### src/rtl/nibble_serial_adder_ctrl.sv
// nibble_serial_adder_ctrl: W-bit add done one nibble per cycle through a single 4-bit ripple slice.
// Build option: define NIBBLE_ADDER_OVF_EN to add the signed-overflow output ovf.

// 4-bit gate-level ripple-carry slice shared by the sequencer.
// Latency: combinational.
// Backpressure: none; pure function of its inputs.
module nibble_rca4 (
   input  logic [3:0] a,
   input  logic [3:0] b,
   input  logic       ci,
   output logic [3:0] s,
   output logic       co
);
   logic [4:0] c;

   assign c[0] = ci;

   for (genvar i = 0; i < 4; i++) begin : g_fa
      assign s[i]   = a[i] ^ b[i] ^ c[i];
      assign c[i+1] = (a[i] & b[i]) | (c[i] & (a[i] ^ b[i]));
   end

   assign co = c[4];
endmodule

// Sequencer adding A+B+C_in, least-significant nibble first, with a registered inter-nibble carry.
// Latency: done pulses NIBBLES+1 cycles after the accept cycle; one op per NIBBLES+2 cycles.
// Backpressure: ready is high only in IDLE; start is ignored (not queued) otherwise.
module nibble_serial_adder_ctrl #(
   parameter int NIBBLES = 4
) (
   input  logic                   clk,
   input  logic                   rst,
   input  logic                   start,
   input  logic [4*NIBBLES-1:0]   A,
   input  logic [4*NIBBLES-1:0]   B,
   input  logic                   C_in,
   output logic                   ready,
   output logic                   busy,
   output logic                   done,
   output logic [4*NIBBLES-1:0]   S,
`ifdef NIBBLE_ADDER_OVF_EN
   output logic                   C_out,
   output logic                   ovf
`else
   output logic                   C_out
`endif
);
   localparam int W  = 4 * NIBBLES;
   localparam int CW = $clog2(NIBBLES);
   localparam logic [CW-1:0] LAST = CW'(NIBBLES - 1);

   typedef enum logic [1:0] {IDLE, RUN, DONE} state_t;

   state_t         state;
   logic [W-1:0]   a_sr;
   logic [W-1:0]   b_sr;
   logic [W-1:0]   res_sr;
   logic           carry;
   logic [CW-1:0]  cnt;
   logic [3:0]     sl_s;
   logic           sl_co;
   logic [W-1:0]   res_nxt;

   nibble_rca4 u_slice (
      .a  (a_sr[3:0]),
      .b  (b_sr[3:0]),
      .ci (carry),
      .s  (sl_s),
      .co (sl_co)
   );

   assign res_nxt = {sl_s, res_sr[W-1:4]};

`ifdef NIBBLE_ADDER_OVF_EN
   // Carry into the slice MSB is recovered from its sum bit: a^b^s.
   logic ovf_nxt;
   assign ovf_nxt = sl_co ^ (a_sr[3] ^ b_sr[3] ^ sl_s[3]);
`endif

   always_ff @(posedge clk) begin
      if (rst) begin
         state  <= IDLE;
         ready  <= 1'b1;
         busy   <= 1'b0;
         done   <= 1'b0;
         S      <= '0;
         C_out  <= 1'b0;
         a_sr   <= '0;
         b_sr   <= '0;
         res_sr <= '0;
         carry  <= 1'b0;
         cnt    <= '0;
`ifdef NIBBLE_ADDER_OVF_EN
         ovf    <= 1'b0;
`endif
      end else begin
         case (state)
            IDLE: begin
               if (start) begin
                  a_sr  <= A;
                  b_sr  <= B;
                  carry <= C_in;
                  cnt   <= '0;
                  ready <= 1'b0;
                  busy  <= 1'b1;
                  state <= RUN;
               end
            end
            RUN: begin
               res_sr <= res_nxt;
               carry  <= sl_co;
               a_sr   <= {4'b0000, a_sr[W-1:4]};
               b_sr   <= {4'b0000, b_sr[W-1:4]};
               if (cnt == LAST) begin
                  // Outputs are loaded with the final slice result so they are valid with done.
                  cnt   <= '0;
                  busy  <= 1'b0;
                  done  <= 1'b1;
                  S     <= res_nxt;
                  C_out <= sl_co;
`ifdef NIBBLE_ADDER_OVF_EN
                  ovf   <= ovf_nxt;
`endif
                  state <= DONE;
               end else begin
                  cnt <= cnt + 1'b1;
               end
            end
            DONE: begin
               done  <= 1'b0;
               ready <= 1'b1;
               state <= IDLE;
            end
            default: begin
               done  <= 1'b0;
               busy  <= 1'b0;
               ready <= 1'b1;
               state <= IDLE;
            end
         endcase
      end
   end
endmodule
### config.mk
export PLATFORM = sky130hd
export DESIGN_NAME = nibble_serial_adder_ctrl
export DESIGN_NICKNAME = d
export VERILOG_FILES = /design/src/rtl/nibble_serial_adder_ctrl.sv
export SDC_FILE = /design/constraint.sdc
export NUM_CORES = 1
export LEC_CHECK = 0
export BUFFER_PORTS_ARGS = -buffer_cell sky130_fd_sc_hd__buf_4
export CAP_MARGIN = 20
export CORE_MARGIN = 8
export CORE_UTILIZATION = 35
export DETAILED_ROUTE_END_ITERATION = 12
export GPL_TIMING_DRIVEN = 0
export SYNTH_ARGS = -nofsm -noshare
export SYNTH_HDL_FRONTEND = slang
export SYNTH_SLANG_ARGS = --single-unit
### constraint.sdc
create_clock -name clk -period 6.9 [get_ports clk]
set_clock_uncertainty 0.2 [all_clocks]
set_input_delay 0 -clock clk [delete_from_list [all_inputs] [get_ports clk]]
set_output_delay 0 -clock clk [all_outputs]
set_load 0.02 [all_outputs]
After elaboration in Yosys (flattened, before gate mapping)
Index checks and enable logic that the tools add are counted.
Widths: inputs -> output; s select.
{ "word_totals": {"in_bits": 36, "ff_bits": 73, "output_inout_bits": 20, "word_cells": 67} }
{ "op_classes": {"reduce_logical": 8, "n_eq_ne": 5, "n_addsub": 1, "bitwise": 23, "muxes": 19} }
{ "ops": {"columns": ["operator", "count"], "rows": [
  ["$pmux 16 s2", 2],
  ["$mux 16", 2],
  ["$reduce_and 2->1", 5],
  ["$and 1x1->1", 8],
  ["$mux 2", 4],
  ["$pmux 2 s2", 2],
  ["$xor 1x1->1", 8],
  ["$pmux 1 s2", 3],
  ["$mux 1", 5],
  ["$eq 2x2->1 const B", 2],
  ["$ne 2x2->1 const B", 2],
  ["$or 1x1->1", 4],
  ["$not 1->1", 3],
  ["$pmux 1 s3", 1],
  ["$reduce_and 3->1", 1],
  ["$add 2x1->2 const B", 1],
  ["$eq 2x1->1 const B", 1],
  ["$logic_not 2->1", 1],
  ["$reduce_bool 2->1", 1]
]} }

Longest topological paths before layout
{ "depth": {"ltp_word": 10, "mapped_depth": 10, "ltp_nobuf": 10} }

Modules after synthesis
A second synthesis with hierarchy kept.
{ "hier_totals": {"hier_cells": 275, "area_unflattened_um2": 2717.6} }
{ "by_module_without_submodules": {"columns": ["module", "cells_per_inst", "area_per_inst_um2", "seq_area_each_um2", "instances"], "rows": [
  ["nibble_serial_adder_ctrl", 261, 2600.0, 1381.3, 1],
  ["nibble_rca4", 14, 117.6, 0.0, 1]
]} }

Worst setup path after synthesis
Ideal clock, no wire load.
{ "synth_path": {"path_type": "register to register", "startpoint": "register a_sr[0]", "endpoint": "register S[15]", "required_time_ns": 6.614, "n_path_buf": 0, "slack_ns": 4.647, "arrival_ns": 1.967, "setup_ns": 0.086, "path_stages_with_launch": 9, "synth_period_minus_slack_ns": 2.253, "cell_sequence": "dfxtp_1 fa_1 inv_1 fa_1 inv_1 fa_1 inv_1 fa_1 a211oi_1"} }
{ "synth_via": {"elab_chain_cells": 8, "elab_cells_between_ends": 9, "cone_classes": "bitwise (9)"} }
{ "synth_lines": {"columns": ["item", "line_no", "text"], "rows": [
  ["from (decl)", "56", "logic [W-1:0] a_sr;"],
  ["from (signal assigned)", "113", "a_sr <= {4'b0000, a_sr[W-1:4]};"],
  ["$xor 1x1->1", "20", "assign c[i+1] = (a[i] & b[i]) | (c[i] & (a[i] ^ b[i]));"],
  ["$and 1x1->1", "20", null],
  ["$or 1x1->1 (*)", "20", null],
  ["$and 1x1->1 (*)", "20", null],
  ["$or 1x1->1 (*)", "20", null],
  ["$and 1x1->1 (*)", "20", null],
  ["$or 1x1->1 (*)", "20", null],
  ["$xor 1x1->1 (*)", "19", "assign s[i] = a[i] ^ b[i] ^ c[i];"],
  ["to (signal assigned)", "120", "S <= res_nxt;"],
  ["to (decl)", "41", "output logic [4*NIBBLES-1:0] S,"]
]} }
Every way passes the cells marked *; elsewhere a longest branch is shown, timed or not.
A chain may end at the register's enable or synchronous reset.

Worst setup path in the final report
{ "layout_path": {"startpoint": "register a_sr[0]", "endpoint": "register carry"} }
{ "layout_via": {"elab_chain_cells": 10, "elab_cells_between_ends": 11, "cone_classes": "mux (1); bitwise (10)"} }
{ "layout_lines": {"columns": ["item", "line_no", "text"], "rows": [
  ["$xor 1x1->1", "20", null],
  ["$and 1x1->1", "20", null],
  ["$or 1x1->1 (*)", "20", null],
  ["$and 1x1->1 (*)", "20", null],
  ["$or 1x1->1 (*)", "20", null],
  ["$and 1x1->1 (*)", "20", null],
  ["$or 1x1->1 (*)", "20", null],
  ["$and 1x1->1 (*)", "20", null],
  ["$or 1x1->1 (*)", "20", null],
  ["$pmux 1 s2 (*)", "98", "case (state)"],
  ["to (signal assigned)", "103", "carry <= C_in;"],
  ["to (signal assigned)", "112", "carry <= sl_co;"],
  ["to (decl)", "59", "logic carry;"]
]} }
Marks and branches as above.

==> flow_summary.json <==
{
  "timing.max_slew.rel_slack_pct": 69.1,
  "path_max_fanout": 2,
  "yosysUniqueCellTypes": 27,
  "die_w_um": 104,
  "place.port_buffers": 54,
  "drt_first_iter_violations": 65,
  "path_clk_slew_ns": 0.07,
  "htree_levels": 3,
  "final_antenna_net_count": 0,
  "drive_above_1_share_pct": 23.4,
  "first_pass_iters": 4,
  "syn_to_final_growth_pct": 47.7,
  "vias_in_the_first_global_route": 2302,
  "inserted_clock_buffers": 9,
  "floorplan.io_pins": 56,
  "syn_area_mm2": 0.00269,
  "finalWorstPathRequiredPeriod_ns": 2.76,
  "timing.final.setup_violations": 0,
  "clock_tree.buffer_depth": 2,
  "fin_tns_setup_ns": 0,
  "critPathArrivalTime_ns": 2.78,
  "unrepaired_setup_endpoints_after_global_routing": "no",
  "worstMarginPinSlew_ns": 0.463,
  "final.fill_count": 715,
  "row_cnt": 32,
  "routabilityCongestion": 0.736,
  "launching_element_type_of_the_critical_path": "flip-flop",
  "initial_antenna_violation_count": 0,
  "synth.yosys.seq_area_share_pct": 51.3,
  "fp.dieH_um": 104,
  "synthesis.instances": 266,
  "drt-vias-per-instance": 4.67,
  "route.detailed.drc": 0,
  "dp.final_hpwl_um": 4230,
  "critical_path_class": "reg -> reg",
  "cts_setup_buffers": 0,
  "layout_setup_ws_ns": 4.14,
  "synth.ff_latch_count": 69,
  "drv_cap": 0,
  "antenna-diode-count": 0,
  "pre_cts_slack_ns": 4.52,
  "detail_route.wirelength_um": 6510,
  "grt_pass1_wl_um": 11100,
  "floorplan.core_area_mm2": 0.00761,
  "final_slew_violations": 0,
  "gr-usage-all-layers_pct": 12.5,
  "floorplan.initialDensity_pct": 35.4,
  "ctsHoldBuffers": 48,
  "hold_violations": 0,
  "clock_sinks": 69,
  "num_vias": 2269,
  "post_cts.resized_instances": 0,
  "layout.nets": 420,
  "crit_required_ns": 6.92,
  "leakagePower_uw": 0.00163,
  "synth.avg_cell_area_um2": 10.1,
  "status": "completed",
  "postSynthNetCount": 307,
  "tritoncts_clock_tree": "built",
  "wl_per_cell_um": 13.4,
  "hold_path.class": "reg -> reg",
  "root_buffer": "sky130_fd_sc_hd__clkbuf_8",
  "yosys_warnings": 0,
  "globalRouteOverflowTotal": 0,
  "die_outline_area_mm2": 0.0108,
  "vdd_drop_max_mv": 0.133,
  "clock_latency_ns": 0.34,
  "endpoint_kind": "flip-flop",
  "highest_clock_rate_mhz": 363,
  "post-route-period-util_pct": 39.9,
  "power_per_cell_area_mw_per_mm2": 246,
  "grt_start_max_net_pins": 13
}
sequential cells by signal (all words and copies together) (netlist names):
register,count
C_out,1
res_sr,12
ready,1
S,16
b_sr,16
a_sr,16
cnt,2
carry,1
done,1
busy,1
state,2
final timing paths:
| path | end | startpoint | cells past startpoint | slack [ns] |
|---|---|---|---|---|
| setup / recovery | carry$_SDFFE_PP0P_ | a_sr[0]$_SDFFE_PP0P_ | 11 | 4.14 |
| hold / removal | ready$_SDFFE_PP1P_ | ready$_SDFFE_PP1P_ | 2 | 0.24 |
| hold reg to reg | ready$_SDFFE_PP1P_ | ready$_SDFFE_PP1P_ | 2 | 0.24 |
| setup reg to reg | carry$_SDFFE_PP0P_ | a_sr[0]$_SDFFE_PP0P_ | 11 | 4.14 |
placed cells by master (no fill, tap or decap), types with 2 or more instances in the layout:
master	instances
sky130_fd_sc_hd__mux2i_1	25
sky130_fd_sc_hd__inv_1	9
sky130_fd_sc_hd__a211oi_1	5
sky130_fd_sc_hd__a32o_1	2
sky130_fd_sc_hd__dfxtp_1	69
sky130_fd_sc_hd__a21oi_1	25
sky130_fd_sc_hd__nand2b_1	4
sky130_fd_sc_hd__clkbuf_1	4
sky130_fd_sc_hd__buf_2	5
sky130_fd_sc_hd__o2bb2ai_1	25
sky130_fd_sc_hd__nand2_1	50
sky130_fd_sc_hd__fa_1	4
sky130_fd_sc_hd__nor2_1	9
sky130_fd_sc_hd__bufinv_16	4
sky130_fd_sc_hd__dlygate4sd3_1	48
sky130_fd_sc_hd__clkbuf_8	10
sky130_fd_sc_hd__buf_4	62
sky130_fd_sc_hd__buf_6	3
sky130_fd_sc_hd__a22o_1	8
routing by layer:
layer	track usage, %	routed length [um]	vias to the layer above
li1	-	-	1151
met4	4.03	83	0
met1	14.6	2980	1049
met3	5.33	435	9
met2	20.2	3010	60
met5	0	0	-
critical path, stage by stage (launching register included):
cell,delay (ns)
sky130_fd_sc_hd__dfxtp_1,0.34
sky130_fd_sc_hd__fa_1,0.41
sky130_fd_sc_hd__inv_1,0.07
sky130_fd_sc_hd__fa_1,0.15
sky130_fd_sc_hd__inv_1,0.06
sky130_fd_sc_hd__fa_1,0.35
sky130_fd_sc_hd__inv_1,0.08
sky130_fd_sc_hd__fa_1,0.18
sky130_fd_sc_hd__inv_1,0.04
sky130_fd_sc_hd__mux2i_1,0.12
sky130_fd_sc_hd__o2bb2ai_1,0.07
sky130_fd_sc_hd__dlygate4sd3_1,0.57
where the power goes:
group          total, uW  internal [uW]  switching, uW  leakage, uW
clock network        436            286            149     0.000136
registers            430            418           11.7     0.000563
logic                112           63.7           48.8     0.000927
total                978            768            210      0.00163
cell usage after synthesis (all sizes together):
cell type,instances,area share [%]
nand2b,4,0.93
a21oi,25,4.6
a211oi,5,1.4
ha,1,0.46
nor2,9,1.3
a32o,2,0.74
a31o,1,0.33
o2bb2ai,25,8.1
a21boi,1,0.28
nand3b,1,0.28
nand2,50,7.0
nor3,1,0.60
fa,4,3.0
mux2i,25,9.3
clkbuf,5,0.84
a22o,8,2.6
inv,9,1.3
o21ai,2,0.51
and3b,1,0.33
dfxtp,69,51
nor2b,1,0.23
o21a,1,0.28
buf,16,4.4
cells by family after synthesis:
logic type               count (synthesis)  synth area share [%]
AO/OA/AOI/OAI                           70                  18.9
adder cells (fa/ha/maj)                  5                  3.44
multiplexers                            25                  9.29
buffers and inverters                   30                  6.50
flip-flops                              69                  51.3
AND/OR/NAND/NOR                         67                  10.6
cell type report:
cell class                      instances  area (um^2)  area share [%]
Clock inverter                          6          134            3.36
Buffer                                 21          141            3.55
Multi-Input combinational cell        167         1140            28.6
Clock buffer                           10          138            3.46
Sequential cell                        69         1380            34.7
Tap cell                              102          128            3.21
Inverter                                9         33.8           0.849
Timing Repair Buffer                  102          886            22.3
metrics by stage:
stage / util (%) / instances / instance area [um^2] / total power [uW] / hold WS (ns)
3_5_place_dp: 42.4 / 422 / 3230 / 529 / 0.0160
3_3_place_gp: 42.4 / 422 / 3230 / 527 / 0.0116
2_1_floorplan: - / 266 / 2690 / 495 / -0.0745
4_1_cts: 52.3 / 486 / 3980 / 987 / 0.239
6_report: 52.3 / 486 / 3980 / 978 / 0.244
5_1_grt: 52.3 / 486 / 3980 / 1030 / 0.246
(Power assumes the default switching activity.)
